--- src/rtl/host_cmd_decoder_pkg.sv ---
// Shared definitions for the host command decoder: FSM state encoding,
// default frame header and frame-length helpers.
package host_cmd_decoder_pkg;

  typedef enum logic [1:0] {
    ST_IDLE,
    ST_ADDR,
    ST_DATA,
    ST_CSUM
  } state_t;

  localparam logic [7:0] HEADER_DEFAULT = 8'hA5;

  // Header, address and checksum bytes surround the payload.
  localparam int FRAME_OVERHEAD = 3;

  function automatic int payload_bytes(input int data_width);
    return data_width / 8;
  endfunction

  function automatic int frame_bytes(input int data_width);
    return FRAME_OVERHEAD + payload_bytes(data_width);
  endfunction

endpackage

--- src/rtl/host_cmd_if.sv ---
// Byte-stream input and register-bank output bundle of the host command decoder.
interface host_cmd_if #(
  parameter int DATA_WIDTH = 32,
  parameter int NUM_REGS   = 4
);
  logic                           rx_valid;
  logic [7:0]                     rx_data;
  logic [NUM_REGS*DATA_WIDTH-1:0] reg_out;
  logic [DATA_WIDTH-1:0]          sel_ctrl;
  logic                           wr_pulse;
  logic [7:0]                     wr_addr;
  logic                           frame_err;

  modport master (
    output rx_valid, rx_data,
    input  reg_out, sel_ctrl, wr_pulse, wr_addr, frame_err
  );

  modport slave (
    input  rx_valid, rx_data,
    output reg_out, sel_ctrl, wr_pulse, wr_addr, frame_err
  );
endinterface

--- src/rtl/host_cmd_regbank.sv ---
// Control register bank: NUM_REGS x DATA_WIDTH storage with a single write
// port and a flattened read-out (reg i at bits [i*DATA_WIDTH +: DATA_WIDTH]).
module host_cmd_regbank #(
  parameter int DATA_WIDTH = 32,
  parameter int NUM_REGS   = 4
) (
  input  logic                           clk,
  input  logic                           rst_n,
  input  logic                           we,
  input  logic [7:0]                     waddr,
  input  logic [DATA_WIDTH-1:0]          wdata,
  output logic [NUM_REGS*DATA_WIDTH-1:0] reg_out
);

  logic [DATA_WIDTH-1:0] regs [NUM_REGS];

  // Registers reset to zero so the downstream switch starts on its default input.
  always_ff @(posedge clk or negedge rst_n) begin
    if (!rst_n) begin
      for (int i = 0; i < NUM_REGS; i++) regs[i] <= '0;
    end else if (we) begin
      for (int i = 0; i < NUM_REGS; i++) begin
        if (waddr == 8'(i)) regs[i] <= wdata;
      end
    end
  end

  for (genvar g = 0; g < NUM_REGS; g++) begin : g_flat
    assign reg_out[g*DATA_WIDTH +: DATA_WIDTH] = regs[g];
  end

endmodule

--- src/rtl/host_cmd_decoder.sv ---
// Parses HEADER/ADDR/DATA/CSUM byte frames into the control register bank.
// Optional inter-byte stall timeout enabled by defining HOST_CMD_TIMEOUT_EN.
module host_cmd_decoder
  import host_cmd_decoder_pkg::*;
#(
  parameter int         DATA_WIDTH     = 32,
  parameter int         NUM_REGS       = 4,
  parameter logic [7:0] HEADER         = HEADER_DEFAULT,
  parameter int         TIMEOUT_CYCLES = 50000
) (
  input  logic     clk,
  input  logic     rst_n,
  host_cmd_if.slave bus
);

  localparam int NB    = payload_bytes(DATA_WIDTH);
  localparam int CNT_W = (NB > 1) ? $clog2(NB) : 1;

  if (DATA_WIDTH < 8 || DATA_WIDTH % 8 != 0) begin : g_bad_width
    $error("DATA_WIDTH must be a positive multiple of 8");
  end
  if (NUM_REGS < 1 || NUM_REGS > 256) begin : g_bad_regs
    $error("NUM_REGS must be within 1..256");
  end
  if (TIMEOUT_CYCLES < 2) begin : g_bad_timeout
    $error("TIMEOUT_CYCLES must be at least 2");
  end

  state_t                 state;
  logic [7:0]             acc;
  logic [CNT_W-1:0]       cnt;
  logic [7:0]             addr;
  logic [DATA_WIDTH-1:0]  payload;
  logic                   wr_pulse;
  logic                   frame_err;
  logic [7:0]             wr_addr;
  logic                   addr_ok;
  logic                   accept;
  logic                   timeout_hit;
  logic [NUM_REGS*DATA_WIDTH-1:0] reg_flat;

  assign addr_ok = ({1'b0, addr} < 9'(NUM_REGS));
  assign accept  = bus.rx_valid && (state == ST_CSUM) && (bus.rx_data == acc) && addr_ok;

  // Address and payload are pure data; only consulted once the FSM reaches CSUM.
  always_ff @(posedge clk) begin
    if (bus.rx_valid && state == ST_ADDR) addr <= bus.rx_data;
    if (bus.rx_valid && state == ST_DATA) payload <= (payload << 8) | DATA_WIDTH'(bus.rx_data);
  end

  always_ff @(posedge clk or negedge rst_n) begin
    if (!rst_n) begin
      state     <= ST_IDLE;
      acc       <= '0;
      cnt       <= '0;
      wr_pulse  <= 1'b0;
      frame_err <= 1'b0;
      wr_addr   <= '0;
    end else begin
      wr_pulse  <= 1'b0;
      frame_err <= 1'b0;
      if (bus.rx_valid) begin
        unique case (state)
          ST_IDLE: if (bus.rx_data == HEADER) state <= ST_ADDR;
          ST_ADDR: begin
            acc   <= bus.rx_data;
            cnt   <= '0;
            state <= ST_DATA;
          end
          ST_DATA: begin
            acc <= acc + bus.rx_data;
            if (cnt == CNT_W'(NB - 1)) state <= ST_CSUM;
            else                       cnt   <= cnt + CNT_W'(1);
          end
          ST_CSUM: begin
            state <= ST_IDLE;
            if (accept) begin
              wr_pulse <= 1'b1;
              wr_addr  <= addr;
            end else begin
              frame_err <= 1'b1;
            end
          end
          default: state <= ST_IDLE;
        endcase
      end else if (timeout_hit) begin
        state     <= ST_IDLE;
        frame_err <= 1'b1;
      end
    end
  end

`ifdef HOST_CMD_TIMEOUT_EN
  localparam int GAP_W = $clog2(TIMEOUT_CYCLES + 1);
  logic [GAP_W-1:0] gap_cnt;

  // Fires on the idle cycle that would take the count to TIMEOUT_CYCLES; a byte
  // arriving in that same cycle takes precedence.
  assign timeout_hit = !bus.rx_valid && (state != ST_IDLE) &&
                       (gap_cnt == GAP_W'(TIMEOUT_CYCLES - 1));

  always_ff @(posedge clk or negedge rst_n) begin
    if (!rst_n)                                                gap_cnt <= '0;
    else if (bus.rx_valid || timeout_hit || state == ST_IDLE) gap_cnt <= '0;
    else                                                       gap_cnt <= gap_cnt + GAP_W'(1);
  end
`else
  assign timeout_hit = 1'b0;
`endif

  host_cmd_regbank #(
    .DATA_WIDTH (DATA_WIDTH),
    .NUM_REGS   (NUM_REGS)
  ) u_regbank (
    .clk     (clk),
    .rst_n   (rst_n),
    .we      (accept),
    .waddr   (addr),
    .wdata   (payload),
    .reg_out (reg_flat)
  );

  assign bus.reg_out   = reg_flat;
  assign bus.sel_ctrl  = reg_flat[DATA_WIDTH-1:0];
  assign bus.wr_pulse  = wr_pulse;
  assign bus.wr_addr   = wr_addr;
  assign bus.frame_err = frame_err;

endmodule
--- src/flat_wrapper.sv ---
// flat-port wrapper written by rule: the top's interface ports become plain ports
module host_cmd_decoder_flat import host_cmd_decoder_pkg::*;
#(
  parameter int         DATA_WIDTH     = 32,
  parameter int         NUM_REGS       = 4,
  parameter logic [7:0] HEADER         = HEADER_DEFAULT,
  parameter int         TIMEOUT_CYCLES = 50000
)
  (clk, rst_n, bus_rx_valid, bus_rx_data, bus_reg_out, bus_sel_ctrl, bus_wr_pulse, bus_wr_addr, bus_frame_err);
  host_cmd_if #(.DATA_WIDTH(DATA_WIDTH), .NUM_REGS(NUM_REGS)) bus_i ();
  input  logic clk;
  input  logic rst_n;
  input wire logic [$bits(bus_i.rx_valid)-1:0] bus_rx_valid;
  input wire logic [$bits(bus_i.rx_data)-1:0] bus_rx_data;
  output wire logic [$bits(bus_i.reg_out)-1:0] bus_reg_out;
  output wire logic [$bits(bus_i.sel_ctrl)-1:0] bus_sel_ctrl;
  output wire logic [$bits(bus_i.wr_pulse)-1:0] bus_wr_pulse;
  output wire logic [$bits(bus_i.wr_addr)-1:0] bus_wr_addr;
  output wire logic [$bits(bus_i.frame_err)-1:0] bus_frame_err;
  assign bus_i.rx_valid = bus_rx_valid;
  assign bus_i.rx_data = bus_rx_data;
  assign bus_reg_out = bus_i.reg_out;
  assign bus_sel_ctrl = bus_i.sel_ctrl;
  assign bus_wr_pulse = bus_i.wr_pulse;
  assign bus_wr_addr = bus_i.wr_addr;
  assign bus_frame_err = bus_i.frame_err;
  host_cmd_decoder #(.DATA_WIDTH(DATA_WIDTH), .NUM_REGS(NUM_REGS), .HEADER(HEADER), .TIMEOUT_CYCLES(TIMEOUT_CYCLES)) u_core (.clk(clk), .rst_n(rst_n), .bus(bus_i));
endmodule
--- config.mk ---
export PLATFORM = sky130hd
export DESIGN_NAME = host_cmd_decoder_flat
export DESIGN_NICKNAME = d
export VERILOG_FILES = /design/src/rtl/host_cmd_decoder_pkg.sv /design/src/rtl/host_cmd_if.sv /design/src/rtl/host_cmd_regbank.sv /design/src/rtl/host_cmd_decoder.sv /design/src/flat_wrapper.sv
export SDC_FILE = /design/constraint.sdc
export NUM_CORES = 1
export LEC_CHECK = 0
export CORE_MARGIN = 2
export CORE_UTILIZATION = 50
export CTS_CLUSTER_DIAMETER = 30
export CTS_CLUSTER_SIZE = 25
export DETAILED_ROUTE_END_ITERATION = 8
export GPL_TIMING_DRIVEN = 0
export PLACE_DENSITY = 0.9
export SLEW_MARGIN = 0
export SYNTH_ARGS = -nofsm -noshare
export SYNTH_HDL_FRONTEND = slang
export SYNTH_HIERARCHICAL = 1
export SYNTH_SLANG_ARGS = --single-unit
--- constraint.sdc ---
create_clock -name clk -period 4.44 [get_ports clk]
set_clock_uncertainty 0.05 [all_clocks]
set_input_delay 0.888 -clock clk [delete_from_list [all_inputs] [get_ports clk]]
set_output_delay 0.888 -clock clk [all_outputs]
set_load 0.1 [all_outputs]
# Yosys cells after proc, flatten, opt, wreduce, memory -nomap -nowiden

Index checks and enable logic that the tools add are counted.

Flip-flop bits (word level): 190
Input port bits: 11
Logic and storage cells: 56

Add/sub/neg operators: 2
Magnitude comparators: 1
Eq/ne operators: 12
Multiplexer cells: 12
Bitwise gates (word level): 1
Reduce and logical (&&, ||, !) cells: 16

Operators by type and width:

| operator                                              | count |
|---|---|
| OR 32 x 8 -> 32 bit                                   | 1 |
| == test 8 x 2 -> 1 bit, second input constant         | 2 |
| one-hot mux 8 bit (2 select lines)                    | 1 |
| AND reduction 2 bit                                   | 5 |
| AND reduction 3 bit                                   | 3 |
| adder 8 bit                                           | 1 |
| == test 8 x 1 -> 1 bit, second input constant         | 1 |
| == test 8 bit                                         | 1 |
| == test 8 bit, second input constant                  | 1 |
| zero test 8 bit                                       | 1 |
| < comparator 8 x 3 -> 1 bit, second input constant    | 1 |
| one-hot mux 2 bit (4 select lines)                    | 1 |
| == test 2 bit, second input constant                  | 3 |
| two-way mux 1 bit                                     | 6 |
| two-way mux 2 bit                                     | 3 |
| logical AND 1 bit                                     | 5 |
| inequality test 2 bit, second input constant          | 2 |
| one-hot mux 2 bit (2 select lines)                    | 1 |
| adder 2 x 1 -> 2 bit, second input constant           | 1 |
| == test 2 x 1 -> 1 bit, second input constant         | 1 |
| zero test 2 bit                                       | 1 |
| inequality test 2 x 1 -> 1 bit, second input constant | 1 |
| nonzero test 2 bit                                    | 1 |

# Logic depth before layout (Yosys ltp)

Gate-level depths: netlist (run 1).

Depth in word-level cells: 7
Gate-level depth with buffers: 10

# Modules after synthesis

The synthesis (run 1) kept the hierarchy.

By module, submodules not included:

| module           | instances | cells an instance | area each (µm²) | seq. area each (µm²) |
|---|---|---|---|---|
| host_cmd_regbank | 1         | 275               | 4773.3          | 3203.1 |
| host_cmd_decoder | 1         | 210               | 2824.0          | 1751.7 |

# Worst setup path after synthesis (run 1)

No wires, ideal clock.

Path kind: input to register
From: input port bus_rx_data[4]
To: register u_core.u_regbank.regs, in the netlist u_core/u_regbank/reg_out[0]
Library setup time: 0.126 ns
Arrival: 3.452 ns
Required time: 4.264 ns
Setup slack: 0.812 ns
Stages on the path: 10
Buffers on the path: 3
Path through: ha_1 > or4_1 > nor4_1 > and4_1 > buf_6 > nor4b_2 > and4bb_1 > clkbuf_2 > buf_4 > mux2_2

Longest elaborated chain between the ends: 4

RTL lines:

| element                         | RTL line               | source |
|---|---|---|
| from (decl)                     | flat_wrapper.sv:14     | `input wire logic [$bits(bus_i.rx_data)-1:0] bus_rx_data;` |
| == test 8 bit                   | host_cmd_decoder.sv:43 | `assign accept = bus.rx_valid && (state == ST_CSUM) && (bus.rx_data == acc) && addr_ok;` |
| logical AND 1 bit (2 in a row)  | host_cmd_decoder.sv:43 |  |
| net u_core.accept               | host_cmd_decoder.sv:38 | `logic accept;` |
| AND reduction 2 bit (no line)   | -                      |  |
| to (signal, indexed assignment) | host_cmd_regbank.sv:23 | `if (waddr == 8'(i)) regs[i] <= wdata;` |
| to (decl)                       | host_cmd_regbank.sv:15 | `logic [DATA_WIDTH-1:0] regs [NUM_REGS];` |

The timed path passes the listed nets, and every way through them passes these cells.
A chain may end at the register's enable or synchronous reset.

# Final worst setup path (run 1)

From: input port bus_rx_data[4]
To: register u_core.u_regbank.regs, in the netlist u_core/u_regbank/reg_out[27]

Same word-level chain as after synthesis.

==> results of run 1 <==
==> cells by family after synthesis <==
kind of cell | share of synthesized area [%]
flip-flops | 65.2
AND/OR/NAND/NOR | 4.03
adder cells (fa/ha/maj) | 2.40
buffers and inverters | 4.76
XOR/XNOR | 0.461
multiplexers | 20.4
AO/OA/AOI/OAI | 2.68
==> layer usage <==
layer,global-route usage [%],share of wire (%)
met2,38.8,53
met1,26.3,39
met5,0,0
met4,8.02,1.6
met3,5.70,6.3
==> final cells by class <==
| class | count | area share (%) |
|---|---|---|
| inverters | 6 | 0.221 |
| well taps | 188 | 2.30 |
| clock buffers | 20 | 4.57 |
| repair buffers | 180 | 17.8 |
| multi-input cells | 239 | 22.4 |
| flip-flops and latches | 190 | 48.5 |
| clock inverters | 12 | 0.870 |
| plain buffers | 50 | 3.32 |
==> power breakdown <==
group / internal (W) / leakage (nW) / switching, W
combinational: 0.000211 / 1.98 / 0.000346
sequential: 0.00192 / 2.44 / 0.0000951
clock: 0.000763 / 0.276 / 0.000647
==> critical path, delay by kind of cell <==
kind | cells | cell delay (ns)
fa+ha+maj | 1 | 0.42
buf+inv | 4 | 1.16
mux | 1 | 0.37
simple gates | 5 | 1.71
==> path summary, 6_finish.rpt <==
path | endpoint | start
max in group asynchronous | u_core/cnt[0]$_DFFE_PN0P_ | rst_n
max reg2reg | u_core/u_regbank/reg_out[27]$_DFFE_PN0P_ | u_core/acc[2]$_DFFE_PN0P_
min reg2reg | u_core/acc[3]$_DFFE_PN0P_ | u_core/acc[3]$_DFFE_PN0P_
max | u_core/u_regbank/reg_out[27]$_DFFE_PN0P_ | bus_rx_data[4]
min in group clk | u_core/acc[3]$_DFFE_PN0P_ | u_core/acc[3]$_DFFE_PN0P_
min | u_core/u_regbank/reg_out[28]$_DFFE_PN0P_ | rst_n
==> cells in the final DEF, fill, tap and decap left out, types with 2 or more instances in the layout <==
cell	count
clkdlybuf4s50_1	178
dfrtp_1	150
mux2_2	126
edfxtp_1	40
buf_4	35
clkbuf_16	17
nand2_1	13
o21ai_0	13
ha_1	13
buf_2	9
nor2_1	8
a21oi_1	8
mux2i_1	7
clkinv_4	6
inv_1	6
and2b_2	6
clkinv_2	4
xnor2_1	4
clkbuf_1	4
clkbuf_8	3
nor3_1	3
nand4b_1	3
a22o_1	3
mux2_1	3
buf_6	2
nor4_1	2
mux2_4	2
a211oi_1	2
nand4_1	2
nor2b_1	2
nor3b_1	2
o21bai_1	2
==> registers in the layout (all words and copies together), names as in the netlist <==
| signal | flops |
|---|---|
| u_core/u_regbank/reg_out | 128 |
| u_core/payload | 32 |
| u_core/acc | 8 |
| u_core/addr | 8 |
| u_core/bus.wr_addr | 8 |
| u_core/cnt | 2 |
| u_core/state | 2 |
| u_core/bus.frame_err | 1 |
| u_core/bus.wr_pulse | 1 |
==> per-stage QoR <==
step	util [%]	hold WS (ns)	instance area, um2	cells
after floorplan	-	0.404	7600	485
after detailed placement	64.2	0.434	9650	853
after global routing	67.9	0.465	10200	885
final	67.9	0.416	10200	885
after CTS	67.9	0.439	10200	885
after global placement	64.0	0.419	9620	852
==> run_results.csv, run 1 <==
group,metric,value,unit
status,status,"completed",
cts,clk_pin_slew,0.07,ns
global_route,grt_use_total,22.1,%
layout,areaGrowthSynthToFinish,34.4,%
global_route,antenna_found_initial,0,
synth,ys_seq_elements,190,
route,dr.pass1.iters,5,
worst_setup_path,critPathSlowestCell,"clkdlybuf4s50_1",
synth,synthArstFlopShare,78.9,%
synth,yosys_warnings,6,
layout,layout-drive-gt1-share,31.3,%
worst_setup_path,crit_fanout,10,
sta,fin_setup_tns,0,ns
synth,synth_area,7600,um2
flow_run,drv_cap,0,
cts,clkLatencyLatePin,0.43,ns
synth,synth.most_common_cell,"dfrtp_1",
placed_design,dp.final_hpwl,12.4,mm
placed_design,place.gp.congestion,0.880,
synth,synth_largest_area_cell,"dfrtp_1",
floorplan,rows,45,
layout,antenna_cells,0,
floorplan,die_area,16200,um2
sta,rsz0062_at_grt,"no",
worst_setup_path,path_cells,"clkdlybuf4s50_1 -> ha_1 -> or4_1 -> nor4_1 -> and4_1 -> buf_6 -> nor4b_2 -> and4bb_1 -> clkbuf_2 -> buf_4 -> mux2_2",
route,drc,0,
synth,yosys.area.top_type_share,49.4,%
cts,cts_made_buffers,17,
synth,synth_flop_cell,"dfrtp_1",
layout,regArea,4950,um2
synth,avgSynthCellArea,15.7,um2
placed_design,portBuffers,179,
sta,slew_headroom,31.3,%
cts,cts-resized-gates,0,
global_route,overflow,0,
floorplan,ios,181,
synth,yosysUniqueCellTypes,42,
sta,worst_pin_slew,1.03,ns
power_and_ir_drop,power_leakage,4.70,nW
floorplan,design.core.area,15000,um2
floorplan,start_util,50.5,%
floorplan,die_y,127,um
sta,hold_violations,0,
worst_setup_path,arrival,4.56,ns
placed_design,place_ws,-0.295,ns
route,drt_iter0_markers,254,
worst_setup_path,critPathKind,"in -> reg",
layout,nFillCells,1030,
synth,synth_top_cells_by_count,"dfrtp_1, mux2_2, edfxtp_1",
power_and_ir_drop,power_density,390,nW/um2
global_route,grt_max_degree,78,
route,wl_per_cell,19.4,um
worst_setup_path,reg2regPathDepth,10,
worst_setup_path,worstPathRequired,4.71,ns
sta,setup_viol,0,
route,drtAntennaViolNets,0,
sta,period_minus_slack,4.29,ns
worst_setup_path,endpoint_kind,"register",
power_and_ir_drop,peakVddDrop,303,uV
cts,cts.sinks,190,
cts,htreeDepth,4,
synth,synth_area_leaders,"dfrtp_1, mux2_2, edfxtp_1",
sta,maxSlewViolCount,0,
synth,ys_seq_area_share,65.2,%
worst_setup_path,rrSetupSlack,0.86,ns
worst_setup_path,critPathLaunchType,"primary input",
global_route,grt_first_pass_wirelength,27.0,mm
floorplan,die_x,127,um
route,viasPerCell,5.36,
synth,syn_nets,510,
power_and_ir_drop,total_power,0.00398,W
cts,cts_tree,"done",
route,num_vias,4746,
synth,postSynthCellCount,485,
worst_setup_path,cpPeakStageDelay,0.56,ns
layout,fin_nets,709,
sta,period_share,96.5,%
route,drt_wl_total,17.2,mm
global_route,grt_pass1_vias,4989,
sta,fmax,233,MHz
cts,clk_path_buf_depth,2,
cts,cts_setup_buffers,0,
sta,finalWorstSetupSlack,0.154,ns
min_path,hold_class,"in -> async",
cts,ctsHoldBuffers,0,
cts,cts_root_buffer,"clkbuf_16",
synth,synth_edf_count,40,
layout,multi_input_area,2280,um2
(Power assumes the default switching activity.)
==> inputs of run 2 (changes only) <==
--- a/config.mk
+++ b/config.mk
@@ -5,7 +5,7 @@
 export SDC_FILE = /design/constraint.sdc
 export NUM_CORES = 1
 export LEC_CHECK = 0
-export CORE_MARGIN = 2
+export CORE_MARGIN = 4
 export CORE_UTILIZATION = 50
 export CTS_CLUSTER_DIAMETER = 30
 export CTS_CLUSTER_SIZE = 25
==> run_results.csv, run 2 (synthesis gave the netlist of run 1 again) <==
group,metric,value,unit
floorplan,die_area,17200,um2
flow_run,drv_cap,0,
layout,fin_nets,713,
route,num_vias,4719,
floorplan,ios,181,
layout,antenna_cells,0,
placed_design,dp.final_hpwl,12.8,mm
cts,cts_made_buffers,17,
cts,cts_tree,"done",
global_route,grt_pass1_vias,5049,
layout,areaGrowthSynthToFinish,35.1,%
sta,rsz0062_at_grt,"no",
cts,cts_root_buffer,"clkbuf_16",
worst_setup_path,crit_fanout,10,
sta,setup_viol,0,
floorplan,design.core.area,14700,um2
route,drc,0,
status,status,"completed",
sta,slew_headroom,30.1,%
cts,cts.sinks,190,
global_route,antenna_found_initial,0,
layout,largest_reg_flops,128,
layout,layout-drive-gt1-share,31.5,%
sta,period_minus_slack,4.22,ns
layout,final_util,69.9,%
sta,maxSlewViolCount,0,
placed_design,place.gp.congestion,0.854,
worst_setup_path,r2r_start,"u_core/acc[4]$_DFFE_PN0P_",
layout,layout_commonest_cell,"clkdlybuf4s50_1",
route,dr.pass1.iters,4,
global_route,overflow,0,
cts,clk_path_buf_depth,2,
cts,ctsHoldBuffers,0,
sta,period_share,95.2,%
floorplan,rows,44,
layout,layout_common_cells,"clkdlybuf4s50_1, dfrtp_1, mux2_2",
global_route,grt_use_total,20.7,%
power_and_ir_drop,power_leakage,4.72,nW
worst_setup_path,critPathKind,"in -> reg",
placed_design,dpl-instance-area,9650,um2
floorplan,start_util,51.7,%
power_and_ir_drop,peakVddDrop,395,uV
power_and_ir_drop,power_density,392,nW/um2
sta,worst_pin_slew,1.04,ns
worst_setup_path,path_cells,"clkdlybuf4s50_1 -> ha_1 -> or4_1 -> nor4_1 -> and4_1 -> buf_6 -> nor4b_4 -> and4bb_1 -> clkbuf_2 -> buf_4 -> mux2_2",
cts,clkLatencyLatePin,0.43,ns
worst_setup_path,critPathLaunchType,"primary input",
min_path,hold_class,"in -> async",
route,drt_wl_total,17.5,mm
cts,htreeDepth,4,
layout,design_area,10300,um2
sta,hold_violations,0,
global_route,grt_first_pass_wirelength,27.9,mm
cts,clk_pin_slew,0.07,ns
worst_setup_path,worstPathRequired,4.70,ns
route,drtAntennaViolNets,0,
worst_setup_path,reg2regPathDepth,10,
sta,fmax,237,MHz
worst_setup_path,rr_endpoint,"u_core/u_regbank/reg_out[25]$_DFFE_PN0P_",
placed_design,portBuffers,179,
worst_setup_path,rrSetupSlack,0.92,ns
route,viasPerCell,5.33,
floorplan,die_x,131,um
route,wl_per_cell,19.8,um
worst_setup_path,critPathSlowestCell,"clkdlybuf4s50_1",
floorplan,die_y,131,um
global_route,grt_max_degree,90,
worst_setup_path,arrival,4.48,ns
worst_setup_path,cpPeakStageDelay,0.55,ns
worst_setup_path,endpoint_kind,"register",
route,drt_iter0_markers,288,
[run 2: worst max-delay path by stage]
stage	startpoint	to	depth (start not counted)
after floorplan	bus_rx_data[4]	u_core/u_regbank/reg_out[0]$_DFFE_PN0P_	10
after global placement	rst_n	u_core/bus.wr_addr[2]$_DFFE_PN0P_	1
after detailed placement	bus_rx_data[4]	u_core/u_regbank/reg_out[68]$_DFFE_PN0P_	10
after CTS	bus_rx_data[4]	u_core/u_regbank/reg_out[65]$_DFFE_PN0P_	10
after global routing	bus_rx_data[4]	u_core/u_regbank/reg_out[29]$_DFFE_PN0P_	11
final	bus_rx_data[4]	u_core/u_regbank/reg_out[25]$_DFFE_PN0P_	11
[run 2: repair_timing]
item | in CTS | in global routing
resized for setup | 0 | 1
endpoints found under the setup margin | 0 | 57
setup buffers | 0 | 4
[run 2: stage by stage]
stage                     cells  TNS [ns]  hold slack [ns]  total power, W  setup WS (ns)
after floorplan             485         0            0.404         0.00240          0.812
after global routing        885         0            0.424         0.00421         0.0749
after CTS                   881         0            0.386         0.00405          0.134
final                       885         0            0.383         0.00403          0.215
after global placement      848   -488.79            0.419         0.00255          -3.17
after detailed placement    849    -26.16            0.429         0.00259         -0.315
[run 2: report_power, final]
| part | internal [W] | leakage [nW] | switching [W] |
|---|---|---|---|
| combinational | 0.000208 | 2.00 | 0.000344 |
| sequential | 0.00192 | 2.44 | 0.0000966 |
| clock | 0.000824 | 0.278 | 0.000639 |
| total | 0.00295 | 4.72 | 0.00108 |
[run 2: per-layer routing]
metal	part of all wire, %	track usage, %
met2	51	35.5
met3	6.2	5.31
met4	1.8	7.35
met1	41	25.7
met5	0	0
[run 2: critical path, delay by kind of cell]
| kind | cells | cell delay, ns |
|---|---|---|
| mux | 1 | 0.36 |
| simple gates | 5 | 1.63 |
| fa+ha+maj | 1 | 0.42 |
| buf+inv | 4 | 1.16 |
[run 2: area by class of cell]
type,count,area (um2)
repair buffers,184,1850
clock buffers,20,468
multi-input cells,239,2290
inverters,6,22.5
flip-flops and latches,190,4950
plain buffers,50,339
fillers,936,4430
clock inverters,12,111
well taps,184,230
==> inputs of run 3 (changes only) <==
--- a/config.mk
+++ b/config.mk
@@ -5,6 +5,7 @@
 export SDC_FILE = /design/constraint.sdc
 export NUM_CORES = 1
 export LEC_CHECK = 0
+export CAP_MARGIN = 10
 export CORE_MARGIN = 4
 export CORE_UTILIZATION = 50
 export CTS_CLUSTER_DIAMETER = 30
==> results of run 3 <==
Final layout, timing and power as in run 2 (identical DEF).
